`config.mk`:
```
export PLATFORM = sky130hd
export DESIGN_NAME = sd_req_sched
export DESIGN_NICKNAME = d
export VERILOG_FILES = /design/src/rtl/sd_req_sched_pkg.sv /design/src/rtl/sd_req_sched_rr_pick.sv /design/src/rtl/sd_req_sched.sv
export SDC_FILE = /design/constraint.sdc
export NUM_CORES = 1
export LEC_CHECK = 0
export ABC_CLOCK_PERIOD_IN_PS = 5280
export BUFFER_PORTS_ARGS = -buffer_cell sky130_fd_sc_hd__buf_2
export CORE_MARGIN = 3
export CORE_UTILIZATION = 62
export DETAILED_ROUTE_END_ITERATION = 10
export GPL_ROUTABILITY_DRIVEN = 0
export PLACE_DENSITY = 0.95
export SYNTH_ARGS = -nofsm -noshare
export SYNTH_HDL_FRONTEND = slang
export SYNTH_SLANG_ARGS = --single-unit
```
`constraint.sdc`:
```
create_clock -name clk_sys -period 5.28 [get_ports clk_sys]
set_input_delay 1.056 -clock clk_sys [delete_from_list [all_inputs] [get_ports clk_sys]]
set_output_delay 1.056 -clock clk_sys [all_outputs]
set_load 0.005 [all_outputs]
```
`src/rtl/sd_req_sched_pkg.sv`:
```
// Shared types and constants for the virtual-disk request scheduler.
package apple2_sd_pkg;

  localparam int SD_TIMER_W = 24;

  typedef enum logic [1:0] {
    SCH_IDLE = 2'd0,
    SCH_REQ  = 2'd1,
    SCH_XFER = 2'd2
  } sch_state_t;

endpackage

```
`src/rtl/sd_req_sched_rr_pick.sv`:
```
// Combinational round-robin picker: first set bit of pend at or after ptr, wrapping mod N.
module rr_pick #(
  parameter int N = 3,
  parameter int W = 2
) (
  input  logic [N-1:0] pend,
  input  logic [W-1:0] ptr,
  output logic         valid,
  output logic [W-1:0] index
);

  logic [W-1:0] cand;

  // Walk from the farthest candidate back to ptr so the nearest pending one is kept.
  always_comb begin
    valid = 1'b0;
    index = '0;
    cand  = '0;
    for (int k = N - 1; k >= 0; k--) begin
      cand = W'((int'(ptr) + k) % N);
      if (pend[cand]) begin
        valid = 1'b1;
        index = cand;
      end
    end
  end

endmodule

```
`src/rtl/sd_req_sched.sv`:
```
// Arbitrates floppy/HDD block requests onto the hps_io sd_rd/sd_wr channels,
// one transfer at a time, with per-client busy/done/error status.
//
// state    | meaning
// SCH_IDLE | nothing in flight; grant the next pending client round-robin
// SCH_REQ  | sd_rd/sd_wr asserted for gnt, waiting for sd_ack to rise
// SCH_XFER | sd_ack high, buffer strobes routed to gnt until sd_ack falls
module sd_req_sched
  import apple2_sd_pkg::*;
#(
  parameter int                    NUM_REQ     = 3,
  parameter logic [SD_TIMER_W-1:0] ACK_TIMEOUT = 24'hFFFFFF
) (
  input  logic               clk_sys,
  input  logic               reset,
  input  logic [NUM_REQ-1:0] cli_rd,
  input  logic [NUM_REQ-1:0] cli_wr,
  output logic [NUM_REQ-1:0] cli_busy,
  output logic [NUM_REQ-1:0] cli_done,
  output logic [NUM_REQ-1:0] cli_err,
  output logic [NUM_REQ-1:0] cli_buff_we,
  output logic [NUM_REQ-1:0] sd_rd,
  output logic [NUM_REQ-1:0] sd_wr,
  input  logic [NUM_REQ-1:0] sd_ack,
  input  logic               sd_buff_wr
);

  localparam int                    PTR_W    = (NUM_REQ > 1) ? $clog2(NUM_REQ) : 1;
  localparam logic [SD_TIMER_W-1:0] TMO_LAST = ACK_TIMEOUT - 1'b1;
  localparam logic [PTR_W-1:0]      LAST_IDX = PTR_W'(NUM_REQ - 1);

  sch_state_t              state;
  logic [NUM_REQ-1:0]      pend_rd;
  logic [NUM_REQ-1:0]      pend_wr;
  logic [NUM_REQ-1:0]      pend_any;
  logic [NUM_REQ-1:0]      ack_q;
  logic [NUM_REQ-1:0]      gnt_oh;
  logic [NUM_REQ-1:0]      pick_oh;
  logic [NUM_REQ-1:0]      clr_rd;
  logic [NUM_REQ-1:0]      clr_wr;
  logic [PTR_W-1:0]        gnt;
  logic [PTR_W-1:0]        rr_ptr;
  logic [PTR_W-1:0]        pick_idx;
  logic [PTR_W-1:0]        nxt_ptr;
  logic [SD_TIMER_W-1:0]   timer;
  logic                    pick_valid;
  logic                    op_wr;
  logic                    ack_rise;
  logic                    ack_fall;
  logic                    tmo_hit;

  assign pend_any = pend_rd | pend_wr;

  rr_pick #(
    .N (NUM_REQ),
    .W (PTR_W)
  ) u_pick (
    .pend  (pend_any),
    .ptr   (rr_ptr),
    .valid (pick_valid),
    .index (pick_idx)
  );

  assign gnt_oh   = NUM_REQ'(1) << gnt;
  assign pick_oh  = NUM_REQ'(1) << pick_idx;
  assign ack_rise = sd_ack[gnt] & ~ack_q[gnt];
  assign ack_fall = ~sd_ack[gnt] & ack_q[gnt];
  assign tmo_hit  = (ACK_TIMEOUT != '0) && (timer == TMO_LAST);
  assign nxt_ptr  = (gnt == LAST_IDX) ? '0 : gnt + 1'b1;

  // The op's pending bit goes away when hps_io accepts it or when we give up on it.
  always_comb begin
    clr_rd = '0;
    clr_wr = '0;
    if (state == SCH_REQ && (ack_rise || tmo_hit)) begin
      if (op_wr) clr_wr = gnt_oh;
      else       clr_rd = gnt_oh;
    end
  end

  assign cli_busy    = pend_any | ((state != SCH_IDLE) ? gnt_oh : '0);
  assign cli_buff_we = (state == SCH_XFER && sd_buff_wr && sd_ack[gnt]) ? gnt_oh : '0;

  always_ff @(posedge clk_sys) begin
    if (reset) begin
      state    <= SCH_IDLE;
      pend_rd  <= '0;
      pend_wr  <= '0;
      ack_q    <= '0;
      gnt      <= '0;
      rr_ptr   <= '0;
      op_wr    <= 1'b0;
      timer    <= '0;
      sd_rd    <= '0;
      sd_wr    <= '0;
      cli_done <= '0;
      cli_err  <= '0;
    end else begin
      ack_q    <= sd_ack;
      cli_done <= '0;
      cli_err  <= '0;
      // A new pulse overrides a clear in the same cycle.
      pend_rd  <= (pend_rd & ~clr_rd) | cli_rd;
      pend_wr  <= (pend_wr & ~clr_wr) | cli_wr;

      case (state)
        SCH_IDLE: begin
          if (pick_valid) begin
            gnt   <= pick_idx;
            op_wr <= ~pend_rd[pick_idx];
            if (pend_rd[pick_idx]) sd_rd <= pick_oh;
            else                   sd_wr <= pick_oh;
            timer <= '0;
            state <= SCH_REQ;
          end
        end
        SCH_REQ: begin
          if (ack_rise) begin
            sd_rd <= '0;
            sd_wr <= '0;
            state <= SCH_XFER;
          end else if (tmo_hit) begin
            sd_rd   <= '0;
            sd_wr   <= '0;
            cli_err <= gnt_oh;
            rr_ptr  <= nxt_ptr;
            state   <= SCH_IDLE;
          end else if (timer != '1) begin
            timer <= timer + 1'b1;
          end
        end
        SCH_XFER: begin
          if (ack_fall) begin
            cli_done <= gnt_oh;
            rr_ptr   <= nxt_ptr;
            state    <= SCH_IDLE;
          end
        end
        default: state <= SCH_IDLE;
      endcase
    end
  end

endmodule

```
==> results of run 1 <==
==> area by class of cell <==
class,instances,area (µm²),area share
Tap cell,48,60.1,0.0211
Inverter,12,45.0,0.0158
Timing Repair Buffer,30,153,0.0535
Sequential cell,52,1040,0.365
Clock inverter,2,35.0,0.0123
Multi-Input combinational cell,234,1450,0.507
Clock buffer,6,72.6,0.0254
==> cells in the final DEF (no fill, tap or decap), drive strengths merged, types with 6 or more instances in the layout <==
cell / instances
nand3: 16
nor2: 24
or3: 12
inv: 12
or2: 6
clkbuf: 6
o211ai: 6
nor4: 6
dfxtp: 52
nand2b: 10
o21ai: 26
or4: 10
a21oi: 28
nand2: 20
nor3: 7
nor2b: 6
mux2i: 12
buf: 30
nand4: 6
==> routing by layer <==
metal,track usage,wire length [µm],part of all wire
met4,0.0877,102,0.017
met2,0.402,2880,0.48
met1,0.324,2620,0.44
met5,0,0,0
met3,0.0554,404,0.067
==> cells by family after synthesis <==
kind of cell / after synthesis / synth area share
AOI/OAI and AO/OA: 82 / 0.201
xor gates and xnor gates: 2 / 0.00677
adders and majority gates: 5 / 0.0237
buffers and inverters: 23 / 0.0387
DFF: 52 / 0.403
muxes: 12 / 0.0464
and+or+nand+nor: 133 / 0.281
==> sequential cells by signal (all words and copies together), names as in the netlist <==
| register | flops |
|---|---|
| cli_err | 3 |
| ack_q | 3 |
| state | 2 |
| op_wr | 1 |
| sd_rd | 3 |
| pend_wr | 3 |
| timer | 24 |
| sd_wr | 3 |
| gnt | 2 |
| rr_ptr | 2 |
| pend_rd | 3 |
| cli_done | 3 |
==> worst max-delay path: stages <==
cell and delay, ps:
buf_2 80, mux2i_1 80, o2bb2ai_1 440, nand3_1 200
nor2_1 130, buf_2 120
==> power breakdown <==
group          total, mW  internal, mW  switching [mW]  leakage, nW
combinational      0.149        0.0545          0.0945        0.585
sequential         0.424         0.407          0.0163        0.423
clock              0.268         0.141           0.127       0.0552
==> how the worst min path moves through the flow <==
stage               from         to  slack, ps
2_1_floorplan  timer[11]  timer[11]        450
3_3_place_gp    sd_wr[2]   sd_wr[2]        450
3_5_place_dp    sd_wr[2]   sd_wr[2]        470
4_1_cts         sd_wr[2]   sd_wr[2]        480
5_1_grt         sd_rd[2]   sd_rd[2]        500
6_report        sd_wr[2]   sd_wr[2]        470
==> out/summary.txt, run 1 <==
outcome - finished clean
synthesized flop and latch total - 52
Min-Delay Path Class - flop to flop
Total Nets Final - 351
power per cell area - 295 mW/mm²
CORE AREA - 0.00383 mm²
Max Clk Rate - 0.315 GHz
synthesized area per cell - 8.37 µm²
CTS Buf Count - 5
Final HPWL DP - 4260 µm
synthesized area - 0.00259 mm²
Tightest Pin Transition - 1180 ps
DR vias - 2450
Routed WL - 6010 µm
Syn. warnings - 0
Peak VDD IR - 195 µV
first-pass GRT wire length - 10100 µm
most common library cells after synthesis - 52 x dfxtp_1, 25 x a21oi_1, 24 x nor2_1
# port buffers - 29
n_diodes - 0
CTS Hold Bufs - 0
placed insts - 376
Rows - 22
Hold Path Cell Cnt - 2
Die W - 70.6 µm
H-tree Lvls - 2
Non-Filler Instances - 384
postcts setup bufs - 0
sequential area share after synthesis - 0.403
Slew headroom - 0.209
Area Growth Syn to Fin - 10.3%
Remaining DRCs - 0
total track usage - 0.247
largest net degree at the start of global routing - 33
Layout Utilization - 0.745
Clock Path Buffers - 2
Starting Density - 0.676
full die area - 0.00498 mm²
CP Data Required Time - 4220 ps
Final period util - 0.601
Max-Cap Viols - 0
RSZ-0062 raised after global routing - false
Worst Setup SP - sd_ack[2]
async set or reset register ratio after synthesis - 0
Yosys top cell by area - dfxtp_1
Top FF cell, synth - dfxtp_1
Setup Skew - 6.31 ps
worst r2r src - timer[4]
clk slew on worst S/H paths - 90 ps
Place WS - 2110 ps
Setup TNS - 0 ps
Sink Count - 52
Crit Reg-Reg Endpoint - timer[1]
Final Critical Period - 3170 ps
final setup violating endpoints - 0
Final Hold Vio Count - 0
Tot Pwr - 0.840 mW
placed inst area - 0.00274 mm²
antenna-violating nets left - 0
path depth of the worst reg2reg path - 6
CP arrival - 2120 ps
initial antenna violation count - 0
I/O pins - 30
Synth top area share - 0.403
Hold WS - 472 ps
vias in the first global route - 2250
die height - 70.6 µm
Congestion Overflow GR - 0
layout cells sized above 1 - 0.149
vias per cell - 6.38
CTS tree - done
Post-synth EDFFs - 0
synth top area cells - dfxtp_1 40%, a21oi_1 4.8%, mux2i_1 4.6%
filler cell count - 280
most numerous cell in the Yosys netlist - dfxtp_1
CTS resizes - 0
worst-skew pair later-pin latency - 310 ps
r2r setup slk - 2520 ps
Avg WL per Cell - 15.6 µm
CP Capture Type - output port
Slew Limit Fails - 0
crit-path max FO - 6
fin area - 0.00285 mm²
Yosys cell types - 52
Post-Synthesis Cells - 309
CP startpoint kind - input pin
CTS root buf - clkbuf_8
Syn Nets - 325
Iteration-0 DRC Markers - 191
final worst setup slack - 2110 ps
Pre-antenna DRT Iters - 5
critical setup path kind - input pin to output port
leakage power - 1.06 nW
end point of the critical path - cli_buff_we[2]
(Power assumes the default switching activity.)
==> run 2: changes to the inputs <==
--- a/config.mk
+++ b/config.mk
@@ -5,13 +5,13 @@
 export SDC_FILE = /design/constraint.sdc
 export NUM_CORES = 1
 export LEC_CHECK = 0
-export ABC_CLOCK_PERIOD_IN_PS = 5280
+export ABC_CLOCK_PERIOD_IN_PS = 2600
 export BUFFER_PORTS_ARGS = -buffer_cell sky130_fd_sc_hd__buf_2
 export CORE_MARGIN = 3
-export CORE_UTILIZATION = 62
+export CORE_UTILIZATION = 52
 export DETAILED_ROUTE_END_ITERATION = 10
 export GPL_ROUTABILITY_DRIVEN = 0
-export PLACE_DENSITY = 0.95
+export PLACE_DENSITY = 0.86
 export SYNTH_ARGS = -nofsm -noshare
 export SYNTH_HDL_FRONTEND = slang
 export SYNTH_SLANG_ARGS = --single-unit
==> constraint.sdc (replaced) <==
create_clock -name clk_sys -period 2.6 [get_ports clk_sys]
set_input_delay 0.52 -clock clk_sys [delete_from_list [all_inputs] [get_ports clk_sys]]
set_output_delay 0.52 -clock clk_sys [all_outputs]
set_load 0.005 [all_outputs]
==> run 2 against run 1 <==
  * Via count shrank 3.3%
  * Register-to-register slack lost 2400 ps
  * Largest cell class unchanged
  * Flip-flop and latch count did not move
  * Combinational power is 120% higher
  * Worst hold slack worse by 47 ps
  * Setup slack lost 2000 ps
  * Wire length down 5.8%
  * Cell count is 7.6% higher
  * Clock skew rose by 7.7 ps
  * Sequential power up 100%
==> out/summary.txt, run 2 (synthesis gave the netlist of run 1 again) <==
Min-Delay Path Class - input pin to flop
Rows - 25 (+14%)
full die area - 0.00586 mm² (+18%)
Setup TNS - 0 ps (unchanged)
initial antenna violation count - 0 (unchanged)
Pint - 1.24 mW (+110%)
Congestion Overflow GR - 0 (unchanged)
CTS Buf Count - 5 (unchanged)
Logic pwr share - 0.185 (+0.008)
filler cell count - 404 (+44%)
I/O pins - 30 (unchanged)
Sink Count - 52 (unchanged)
Largest Register - timer
Routed WL - 5660 µm (-5.8%)
CP top delay family - simple AND/OR/NAND/NOR gates
CORE AREA - 0.00475 mm² (+24%)
DR vias - 2369 (-3.3%)
Tightest Pin Transition - 571 ps (-607 ps)
Max-Cap Viols - 0 (unchanged)
Die W - 76.5 µm (+8.4%)
n_diodes - 0 (unchanged)
largest net degree at the start of global routing - 29 (-12%)
CTS resizes - 0 (unchanged)
clk slew on worst S/H paths - 100 ps (about the same)
CTS root buf - clkbuf_8
vias per cell - 5.74 (-10%)
first-pass GRT wire length - 10000 µm (-1.2%)
CP startpoint kind - flop
Remaining DRCs - 0 (unchanged)
commonest non-fill, non-tap cell in the layout - dfxtp_1
sw frac - 0.282 (-0.000821)
CP Data Required Time - 2860 ps (-1360 ps)
Peak VDD IR - 390 µV (+100%)
Avg WL per Cell - 13.7 µm (-12%)
Clock Path Buffers - 2 (unchanged)
worst-skew pair later-pin latency - 310 ps (about the same)
crit-path max cell delay - 500 ps (+60 ps)
postcts setup bufs - 0 (unchanged)
fin area - 0.00295 mm² (+3.6%)
CP arrival - 2740 ps (+620 ps)
Starting Density - 0.544 (-0.132)
Pre-antenna DRT Iters - 4 (-1)
outcome - finished clean
Slew Limit Fails - 0 (unchanged)
placed inst area - 0.00284 mm² (+3.6%)
die height - 76.5 µm (+8.4%)
CTS tree - done
Final period util - 0.956
Final Critical Period - 2490 ps
CTS Hold Bufs - 0 (unchanged)
clock power share - 0.320 (+0.002)
Final HPWL DP - 4260 µm (-0.16%)
Slew headroom - 0.616 (+0.407)
antenna-violating nets left - 0 (unchanged)
Bufs and invs on worst path - 2 (unchanged)
Max Clk Rate - 0.402 GHz
CP cell instances - inv_1, ha_1, or2_2, o21ai_1, a221oi_2, buf_4, or2_4, or4_1, nand2_1
slowest stage cell, crit path - or4_1
RSZ-0062 raised after global routing - false
vias in the first global route - 2278 (+1.2%)
crit-path max FO - 12 (+6)
Iteration-0 DRC Markers - 114 (-40%)
Largest register FFs - 24 (unchanged)
final setup violating endpoints - 0 (unchanged)
Area Growth Syn to Fin - 14.2%
commonest non-fill, non-tap cells in the layout - 52 x dfxtp_1, 29 x buf_2, 25 x a21oi_1, 24 x nor2_1
Tot Pwr - 1.73 mW (+110%)
Hold WS - 425 ps (-46.9 ps)
total track usage - 0.205 (-0.0414)
layout cells sized above 1 - 0.176 (+0.0275)
CP Capture Type - flop
leakage power - 1.11 nW (+4.5%)
H-tree Lvls - 2 (unchanged)
power per cell area - 587 mW/mm² (+99%)
Reg power frac - 0.495 (-0.009)
# port buffers - 29 (unchanged)
Total Nets Final - 361 (+2.8%)
critical setup path kind - flop to flop
switching pwr - 0.489 mW (+110%)
Setup Skew - 14.0 ps (+7.73 ps)
Final Hold Vio Count - 0 (unchanged)
## run 2: area by class of cell
cell class	count	area, µm²	share of cell area
Multi-Input combinational cell	234	1450	0.489
Sequential cell	52	1040	0.352
Clock buffer	5	68.8	0.0233
Clock inverter	3	42.5	0.0144
Tap cell	67	83.8	0.0284
Inverter	12	45.0	0.0152
Timing Repair Buffer	40	228	0.0771
## run 2: through the flow
step / util / setup WS [ps] / cells
2_1_floorplan: - / 362 / 309
3_3_place_gp: 0.598 / 237 / 405
3_5_place_dp: 0.598 / 156 / 405
4_1_cts: 0.621 / 135 / 413
5_1_grt: 0.621 / 5.02 / 413
6_report: 0.621 / 115 / 413
## run 2: worst register-to-register path, cell delays in order (launching register included)
cell	delay [ps]
dfxtp_1	370
inv_1	70
ha_1	350
or2_2	340
o21ai_1	150
a221oi_2	80
buf_4	200
or2_4	280
or4_1	500
nand2_1	70
## run 2: path summary, 6_finish.rpt
kind,start,to,slack (ps),depth (start not counted)
setup / recovery,rr_ptr[0],timer[13],110,9
hold / removal,sd_ack[0],ack_q[0],430,2
setup reg to reg,rr_ptr[0],timer[13],110,9
hold reg to reg,sd_rd[0],sd_rd[0],480,2
## run 2: layer usage
layer,vias up,part of all wire,track usage
met1,1084,0.45,0.239
met4,0,0.022,0.0888
met2,64,0.48,0.359
li1,1207,-,-
met3,14,0.048,0.0473
met5,-,0,0
## run 2: power by group through the flow
stage	Combinational [mW]	Sequential, mW	Clock, mW
after floorplan	0.231	0.867	0
after global placement	0.312	0.874	0
after detailed placement	0.319	0.875	0
after CTS	0.320	0.856	0.562
after global routing	0.357	0.863	0.593
final	0.321	0.857	0.555
==> run 3: changes to the inputs <==
--- a/config.mk
+++ b/config.mk
@@ -5,13 +5,14 @@
 export SDC_FILE = /design/constraint.sdc
 export NUM_CORES = 1
 export LEC_CHECK = 0
-export ABC_CLOCK_PERIOD_IN_PS = 2600
+export ABC_CLOCK_PERIOD_IN_PS = 3000
 export BUFFER_PORTS_ARGS = -buffer_cell sky130_fd_sc_hd__buf_2
 export CORE_MARGIN = 3
-export CORE_UTILIZATION = 52
+export CORE_UTILIZATION = 62
 export DETAILED_ROUTE_END_ITERATION = 10
 export GPL_ROUTABILITY_DRIVEN = 0
-export PLACE_DENSITY = 0.86
+export GPL_TIMING_DRIVEN = 0
+export PLACE_DENSITY = 0.95
 export SYNTH_ARGS = -nofsm -noshare
 export SYNTH_HDL_FRONTEND = slang
 export SYNTH_SLANG_ARGS = --single-unit
==> constraint.sdc (replaced) <==
create_clock -name clk_sys -period 3 [get_ports clk_sys]
set_input_delay 0.6 -clock clk_sys [delete_from_list [all_inputs] [get_ports clk_sys]]
set_output_delay 0.6 -clock clk_sys [all_outputs]
set_load 0.005 [all_outputs]
==> run 3 against run 2 <==
  * Clock skew fell by 5.2 ps
  * Critical path depth is 1 higher
  * Non-clock buffer count unchanged
  * Die area down 15%
  * Combinational power down 12%
  * Wire length up 10%
  * Power is 11% lower
  * Sequential power down 13%
  * Cell area fell by 1.2%
  * Sequential share of layout area grew 0.44 points
  * Via count up 2.7%
  * Register-to-register slack improved by 300 ps
  * Highest routed layer unchanged
==> out/summary.txt, run 3 (synthesis gave the netlist of run 1 again) <==
initial antenna violation count - 0 (unchanged)
total track usage - 0.254 (+0.0481)
CTS Hold Bufs - 0 (unchanged)
crit-path max FO - 10 (-2)
CTS root buf - clkbuf_8
Final Critical Period - 2580 ps (+96.6 ps)
CP arrival - 2840 ps (+100 ps)
layout cells sized above 1 - 0.156 (-0.0202)
Setup Skew - 8.80 ps (-5.24 ps)
Hold WS - 474 ps (+49.3 ps)
Layout Utilization - 0.763 (+0.141)
Final period util - 0.861 (-0.0952)
clk slew on worst S/H paths - 90 ps (about the same)
Routed WL - 6240 µm (+10%)
CP startpoint kind - flop
path depth of the worst reg2reg path - 10 (+1)
Largest Register - timer
Total Nets Final - 361 (unchanged)
Area Growth Syn to Fin - 12.8%
postcts setup bufs - 0 (unchanged)
n_diodes - 0 (unchanged)
Peak VDD IR - 431 µV (+10%)
H-tree Lvls - 2 (unchanged)
CTS tree - done
first-pass GRT wire length - 10200 µm (+1.9%)
Largest register FFs - 24 (unchanged)
antenna-violating nets left - 0 (unchanged)
Setup TNS - 0 ps (unchanged)
largest net degree at the start of global routing - 16 (-45%)
Hold Path Origin - sd_wr[2]
RSZ-0062 raised after global routing - false
Crit Reg-Reg Endpoint - timer[13]
I/O pins - 30 (unchanged)
Max-Cap Viols - 0 (unchanged)
worst-skew pair later-pin latency - 310 ps (about the same)
CP Data Required Time - 3250 ps (+390 ps)
CP Capture Type - flop
commonest non-fill, non-tap cell in the layout - dfxtp_1
# port buffers - 29 (unchanged)
placed insts - 386 (-4.7%)
critical setup path kind - flop to flop
Final HPWL DP - 4500 µm (+5.8%)
leakage power - 1.10 nW (-1.4%)
Final Hold Vio Count - 0 (unchanged)
power per cell area - 531 mW/mm² (-9.5%)
Sink Count - 52 (unchanged)
final setup violating endpoints - 0 (unchanged)
Slew Limit Fails - 0 (unchanged)
Clock Path Buffers - 2 (unchanged)
die height - 70.6 µm (-7.8%)
Pre-antenna DRT Iters - 4 (unchanged)
Rows - 22 (-12%)
Die W - 70.6 µm (-7.8%)
Tightest Pin Transition - 672 ps (+101 ps)
Non-Filler Instances - 394 (-4.6%)
Avg WL per Cell - 15.8 µm (+16%)
Remaining DRCs - 0 (unchanged)
vias per cell - 6.18 (+7.7%)
vias in the first global route - 2276 (-0.088%)
CTS resizes - 0 (unchanged)
full die area - 0.00498 mm² (-15%)
Starting Density - 0.676 (+0.132)
Worst Setup SP - rr_ptr[0]
Max Clk Rate - 0.387 GHz (-3.7%)
DR vias - 2433 (+2.7%)
outcome - finished clean
CTS Buf Count - 5 (unchanged)
Congestion Overflow GR - 0 (unchanged)
commonest non-fill, non-tap cells in the layout - 52 x dfxtp_1, 31 x buf_2, 25 x a21oi_1, 24 x nor2_1
worst r2r src - rr_ptr[0]
Iteration-0 DRC Markers - 205 (+80%)
filler cell count - 288 (-29%)
Min-Delay Path Class - flop to flop
CORE AREA - 0.00383 mm² (-20%)
r2r setup slk - 420 ps (+300 ps)
hold endpoint - sd_wr[2]
Hold Path Cell Cnt - 2 (unchanged)
Slew headroom - 0.550 (-0.0659)
## run 3: cell count changes in the layout (fill, tap and decap cells not counted), sizes merged
cell,before,now
clkbuf,5,14
buf,40,33
clkinv,1,0
clkinvlp,1,0
## run 3: worst max-delay path by stage
stage,endpoint,slack (ps),cells past startpoint
after global routing,timer[13],310,10
after floorplan,timer[19],760,9
after CTS,timer[13],450,10
after global placement,timer[19],540,10
final,timer[13],420,10
after detailed placement,timer[13],490,10
## run 3: critical path: stages (launching register included)
cell      delay [ps]
dfxtp_1          350
inv_1             60
ha_1             360
or2_2            160
o21ai_1           70
a221oi_2         400
buf_4            270
a21oi_2           70
buf_2            210
or4_1            500
nand2_1           90
## run 3: final cells by class
type / instances / area (µm²) / share of cell area
multi-input cells: 234 / 1450 / 0.495
flip-flops and latches: 52 / 1040 / 0.357
repair buffers: 29 / 145 / 0.0497
clock buffers: 7 / 96.3 / 0.0330
well taps: 48 / 60.1 / 0.0206
plain buffers: 11 / 55.1 / 0.0189
inverters: 12 / 45.0 / 0.0154
clock inverters: 1 / 30.0 / 0.0103
## run 3: per-layer routing
metal / global-route usage / routed length [µm]
met5: 0 / 0
met4: 0.0919 / 155
met3: 0.0597 / 381
met2: 0.410 / 2960
met1: 0.333 / 2740
## run 3: through the flow
step	worst slack [ps]	instance area (µm²)	total power, mW
detailed placement	486	2790	1.03
global route	307	2920	1.61
finish	418	2920	1.55
floorplan	762	2590	0.952
global placement	539	2790	1.02
CTS	448	2920	1.54
## run 3: power breakdown
group          leakage, nW  switching [mW]  internal [mW]
combinational        0.609           0.176          0.106
clock               0.0645           0.230          0.294
sequential           0.423          0.0260          0.717
